`src/rtl/pmp_csr_regfile_pkg.sv`:
```
// Shared types and constants for the PMP CSR register file: CSR addresses,
// cfg byte layout, A-field encodings and the WARL legalisation of a cfg byte.
package pmp_csr_regfile_pkg;

  localparam logic [11:0] PMPCFG0  = 12'h3A0;
  localparam logic [11:0] PMPADDR0 = 12'h3B0;

  localparam int CFG_R_BIT  = 0;
  localparam int CFG_W_BIT  = 1;
  localparam int CFG_X_BIT  = 2;
  localparam int CFG_A_LSB  = 3;
  localparam int CFG_A_MSB  = 4;
  localparam int CFG_L_BIT  = 7;

  typedef enum logic [1:0] {
    A_OFF   = 2'b00,
    A_TOR   = 2'b01,
    A_NA4   = 2'b10,
    A_NAPOT = 2'b11
  } pmp_a_e;

  typedef struct packed {
    logic       l;
    logic [1:0] rsvd;
    pmp_a_e     a;
    logic       x;
    logic       w;
    logic       r;
  } pmp_cfg_t;

  // Locked bytes never change; W=1/R=0 is an illegal combination, so the old byte stays.
  function automatic pmp_cfg_t cfg_legalize(input pmp_cfg_t old_cfg, input logic [7:0] wdata);
    pmp_cfg_t new_cfg;
    new_cfg      = pmp_cfg_t'(wdata);
    new_cfg.rsvd = 2'b00;
    if (old_cfg.l || (new_cfg.w && !new_cfg.r)) begin
      return old_cfg;
    end
    return new_cfg;
  endfunction

endpackage

```
`src/rtl/pmp_csr_regfile_napot_mask_gen.sv`:
```
// NAPOT don't-care mask for one entry: the trailing-ones run of pmpaddr plus
// the two implicit byte-offset bits, truncated to the decoded address width.
module pmp_napot_mask_gen #(
  parameter int ADDR_WIDTH = 32
) (
  input  logic [31:0]           pmpaddr,
  output logic [ADDR_WIDTH-1:0] mask
);

  assign mask = ADDR_WIDTH'({pmpaddr ^ (pmpaddr + 32'd1), 2'b11});

endmodule

```
`src/rtl/pmp_csr_regfile.sv`:
```
// Architectural PMP CSRs (pmpcfg/pmpaddr, RV32) with a one-cycle CSR response
// and registered per-entry decode (byte address, previous address, NAPOT mask).
module pmp_csr_regfile
  import pmp_csr_regfile_pkg::*;
#(
  parameter int PMP_ENTRIES = 16,
  parameter int ADDR_WIDTH  = 32
) (
  input  logic                                   clk,
  input  logic                                   rst,
  input  logic                                   csr_req_vld,
  output logic                                   csr_req_rdy,
  input  logic                                   csr_req_wr,
  input  logic [11:0]                            csr_req_addr,
  input  logic [31:0]                            csr_req_wdata,
  output logic                                   csr_rsp_vld,
  output logic                                   csr_rsp_hit,
  output logic [31:0]                            csr_rsp_rdata,
  output logic [PMP_ENTRIES-1:0][7:0]            pmp_cfg,
  output logic [PMP_ENTRIES-1:0][ADDR_WIDTH-1:0] pmp_addr,
  output logic [PMP_ENTRIES-1:0][ADDR_WIDTH-1:0] pmp_addr_last,
  output logic [PMP_ENTRIES-1:0][ADDR_WIDTH-1:0] pmp_napot_mask,
  output logic                                   pmp_stale
);

  pmp_cfg_t [PMP_ENTRIES-1:0]                  cfg_reg, cfg_next;
  logic     [PMP_ENTRIES-1:0][31:0]            addr_reg, addr_next;
  logic     [PMP_ENTRIES-1:0][ADDR_WIDTH-1:0]  mask_reg, mask_comb;
  logic     [PMP_ENTRIES-1:0]                  addr_locked;
  logic                                        rsp_vld_reg, rsp_hit_reg, stale_reg;
  logic     [31:0]                             rsp_rdata_reg, rdata_next;
  logic     [11:0]                             cfg_off, addr_off;
  logic                                        cfg_hit, addr_hit, accept, do_wr;

  assign csr_req_rdy = ~stale_reg;
  assign accept      = csr_req_vld & csr_req_rdy;
  assign do_wr       = accept & csr_req_wr;
  assign cfg_off     = csr_req_addr - PMPCFG0;
  assign addr_off    = csr_req_addr - PMPADDR0;
  assign cfg_hit     = cfg_off < 12'(PMP_ENTRIES / 4);
  assign addr_hit    = addr_off < 12'(PMP_ENTRIES);

  // A TOR entry that is locked also freezes the address below it.
  genvar gi;
  generate
    for (gi = 0; gi < PMP_ENTRIES; gi++) begin : g_entry
      if (gi == PMP_ENTRIES - 1) begin : g_top
        assign addr_locked[gi] = cfg_reg[gi].l;
      end else begin : g_mid
        assign addr_locked[gi] = cfg_reg[gi].l | (cfg_reg[gi+1].l & (cfg_reg[gi+1].a == A_TOR));
      end

      if (gi == 0) begin : g_first
        assign pmp_addr_last[gi] = '0;
      end else begin : g_rest
        assign pmp_addr_last[gi] = pmp_addr[gi-1];
      end

      assign pmp_cfg[gi]        = cfg_reg[gi];
      assign pmp_addr[gi]       = ADDR_WIDTH'({addr_reg[gi], 2'b00});
      assign pmp_napot_mask[gi] = mask_reg[gi];

      pmp_napot_mask_gen #(.ADDR_WIDTH(ADDR_WIDTH)) u_mask (
        .pmpaddr (addr_reg[gi]),
        .mask    (mask_comb[gi])
      );
    end
  endgenerate

  always_comb begin
    cfg_next   = cfg_reg;
    addr_next  = addr_reg;
    rdata_next = '0;
    for (int e = 0; e < PMP_ENTRIES; e++) begin
      if (do_wr && cfg_hit && (cfg_off == 12'(e / 4))) begin
        cfg_next[e] = cfg_legalize(cfg_reg[e], csr_req_wdata[8*(e%4) +: 8]);
      end
      if (do_wr && addr_hit && (addr_off == 12'(e)) && !addr_locked[e]) begin
        addr_next[e] = csr_req_wdata;
      end
    end
    // Read data reflects the post-write state so writes echo what stuck.
    for (int e = 0; e < PMP_ENTRIES; e++) begin
      if (cfg_hit && (cfg_off == 12'(e / 4))) begin
        rdata_next[8*(e%4) +: 8] = cfg_next[e];
      end
      if (addr_hit && (addr_off == 12'(e))) begin
        rdata_next = addr_next[e];
      end
    end
  end

  always_ff @(posedge clk) begin
    if (rst) begin
      cfg_reg       <= '0;
      addr_reg      <= '0;
      mask_reg      <= '0;
      rsp_vld_reg   <= 1'b0;
      rsp_hit_reg   <= 1'b0;
      rsp_rdata_reg <= '0;
      stale_reg     <= 1'b0;
    end else begin
      cfg_reg       <= cfg_next;
      addr_reg      <= addr_next;
      rsp_vld_reg   <= accept;
      rsp_hit_reg   <= accept & (cfg_hit | addr_hit);
      rsp_rdata_reg <= accept ? rdata_next : 32'd0;
      stale_reg     <= do_wr;
      if (stale_reg) begin
        mask_reg <= mask_comb;
      end
    end
  end

  assign csr_rsp_vld   = rsp_vld_reg;
  assign csr_rsp_hit   = rsp_hit_reg;
  assign csr_rsp_rdata = rsp_rdata_reg;
  assign pmp_stale     = stale_reg;

endmodule

```
`config.mk`:
```
export PLATFORM = sky130hd
export DESIGN_NAME = pmp_csr_regfile
export DESIGN_NICKNAME = d
export VERILOG_FILES = /design/src/rtl/pmp_csr_regfile_pkg.sv /design/src/rtl/pmp_csr_regfile_napot_mask_gen.sv /design/src/rtl/pmp_csr_regfile.sv
export SDC_FILE = /design/constraint.sdc
export NUM_CORES = 2
export LEC_CHECK = 0
export BUFFER_PORTS_ARGS = -buffer_cell sky130_fd_sc_hd__buf_2
export CORE_AREA = 2 2 675 677
export CTS_CLUSTER_SIZE = 30
export DETAILED_ROUTE_END_ITERATION = 10
export DIE_AREA = 0 0 677 679
export PLACE_DENSITY = 0.3
export SLEW_MARGIN = 20
export SYNTH_ARGS = -nofsm -noshare
export SYNTH_HDL_FRONTEND = slang
export SYNTH_SLANG_ARGS = --single-unit
```
`constraint.sdc`:
```
create_clock -name clk -period 7.26 [get_ports clk]
set_clock_uncertainty 0.05 [all_clocks]
set_input_delay 0.726 -clock clk [delete_from_list [all_inputs] [get_ports clk]]
set_output_delay 0.726 -clock clk [all_outputs]
set_load 0.1 [all_outputs]
```
==> results.cfg <==
[synth]
netlist_top_cells_area = dfxtp_1 39%, buf_4 14%, mux2i_1 8.6%
ys_ff_latch = 1140
netlist.top_cell.by_area = dfxtp_1
yosysSeqAreaShare_pct = 38.6
syn_area_um2 = 59200
syn_inst = 7476
ys_top_cells_by_count = 1266 x nand2_1, 1140 x dfxtp_1, 1072 x buf_4, 815 x a21oi_1, 762 x nor2_1
synth_ff_type = dfxtp_1
synth_warnings = 0
ys_types = 84
synthArstFlopShare_pct = 0
synth_edf_count = 0
syn_avg_cell_area_um2 = 7.92
netlist.area_leader.share_pct = 38.6
yosysMostFrequentCell = nand2_1

[critical_path]
worstSetupEndpointType = register
cp.required_ps = 8060
cp-startpoint = csr_req_addr[6]
reg2reg_from = pmp_stale
cp_max_fo = 26
arrival_ps = 6380
start_kind = input pin
crit_type = input pin to register

[sta]
worst_pin_slew_ps = 1220
setup_viol = 0
period_share_pct = 76.8
drv_slew = 0
grt_setup_unrepaired = no
relSlewSlack_pct = 18.2
setup_tns_ps = 0
fmax_ghz = 0.179
min_period_ps = 5570
hold_viol = 0

[final_layout]
syn2layout_area_growth_pct = 24.2
multiInputGateArea_um2 = 26500
largest_reg_flops = 480
fin_util_pct = 16.3
fillCellCount = 51500
drive_gt1_share_pct = 28.5
regArea_um2 = 22800
nets = 8137

[power]
cellPowerDensity_nw_per_um2 = 220
p_leak_uw = 0.0318
ir_drop_mv = 0.148

[clocking]
cts_sinks = 1140
numCtsBuffers = 166
cts_tree = built
clock_path_buffers = 4
clk_pin_slew_worst_paths_ps = 60
cts-root-buf = clkbuf_16
post_cts_resized = 0
htree_levels = 4
insertion_delay_ps = 930

[drt]
wl_per_cell_um = 37.6
drc_errors = 0
drt_first_pass_iters = 6
final_antenna_net_count = 0
wl_um = 534000
via_per_inst = 4.31
num_vias = 61300
drt_iter0_drc = 6429

[global_routing]
overflow = 0
grt_max_degree = 163
grt_pass1_vias = 55900
grt_pass1_wl_um = 664000
grt_antenna_before_repair = 112
track_usage_pct = 22.0

[floorplanning]
die_w_um = 677
initial_utilization_pct = 13.1
dieArea_um2 = 460000
rows = 247
die_h_um = 679
core_region_area_um2 = 452000
io_pins = 1748

[min_path]
hold_class = input pin to register
min-delay-start = csr_req_wdata[24]

[place]
dpl.hpwl_um = 418000
place.gp.congestion = 0.932
port_buffers = 1653

[job]
drv_cap = 0

[outcome]
status = finished, final reports clean
==> layer usage <==
metal	vias up	routed length, um	global-route usage, %
met5	-	120	0
met4	16	23900	8.22
met3	613	31400	3.61
met2	3238	267000	39.4
met1	31500	212000	26.3
li1	25900	-	-
==> what timing repair did <==
action | in CTS | in global routing
hold endpoints to repair | 3 | 0
buffers inserted | 0 | 0
hold buffers | 2 | 0
==> per-stage QoR <==
step | total power [uW] | std cells | worst slack, ps | hold WS (ps) | area [um2]
after CTS | 16400 | 14200 | 1940 | 43.4 | 73400
after global routing | 16600 | 14200 | 1800 | 82.1 | 73400
after floorplan | 7080 | 7569 | 3780 | 382 | 59500
after detailed placement | 7430 | 13900 | 992 | 398 | 67700
final | 16100 | 14200 | 1690 | 135 | 73500
after global placement | 7430 | 13900 | 1020 | 389 | 67700
==> cell families (layout without fill, tap and decap cells) <==
group | Yosys count | in the layout | synth area share (%)
simple gates | 2623 | 2623 | 19.0
buf+inv | 1673 | 2295 | 17.6
compound gates | 1464 | 1464 | 15.0
flops | 1140 | 1140 | 38.6
mux | 537 | 537 | 9.16
fa+ha+maj | 22 | 22 | 0.465
xor+xnor | 16 | 16 | 0.237
other cells | 1 | 151 | 0.00634
==> layout make-up <==
cell class              instances  area share, %
multi-input cells            4756           36.1
flip-flops and latches       1140           31.1
repair buffers               1961           14.6
well taps                    5976           10.2
clock buffers                 225           6.40
clock inverters                67           1.28
inverters                      42          0.225
diodes                         57          0.194
==> critical path, cell delays in order <==
cell	delay, ps
buf_2	120
inv_1	80
ha_1	200
o21bai_1	270
nand4_1	690
nor2_2	920
nand3_2	750
o21ai_0	390
o22ai_1	230
a221oi_1	850
o211ai_1	370
a21oi_1	530
o21a_1	200
==> cells in the final DEF (no fill, tap or decap), types with 38 or more instances in the layout <==
master     instances
a31oi_1           45
nand3_1           94
clkbuf_16        166
dfxtp_1         1138
inv_1             38
a32oi_1           85
a22oi_1          114
o221ai_1          55
conb_1            94
mux2i_1          508
buf_2           1643
o22ai_1           65
a21oi_1          815
diode_2           57
nand2_1         1264
o21ai_0          118
nor3_1            50
buf_4            308
nor2_1           747
and3_1           101
nand4_1          168
==> path summary, 6_finish.rpt <==
path / end / slack (ps) / cells after the start
worst max-delay path: csr_rsp_rdata[13] / 1690 / 13
worst min-delay path: pmp_addr[442] / 140 / 3
worst max register to register: csr_rsp_rdata[29] / 1900 / 9
worst min register to register: pmp_addr[428] / 400 / 2
==> where the power goes <==
part           internal (uW)  switching, uW  total (uW)
Combinational            100            925        1020
Sequential              6260           11.4        6270
Clock                   5200           3640        8840
Note: power is estimated with default switching activity, not from simulation.
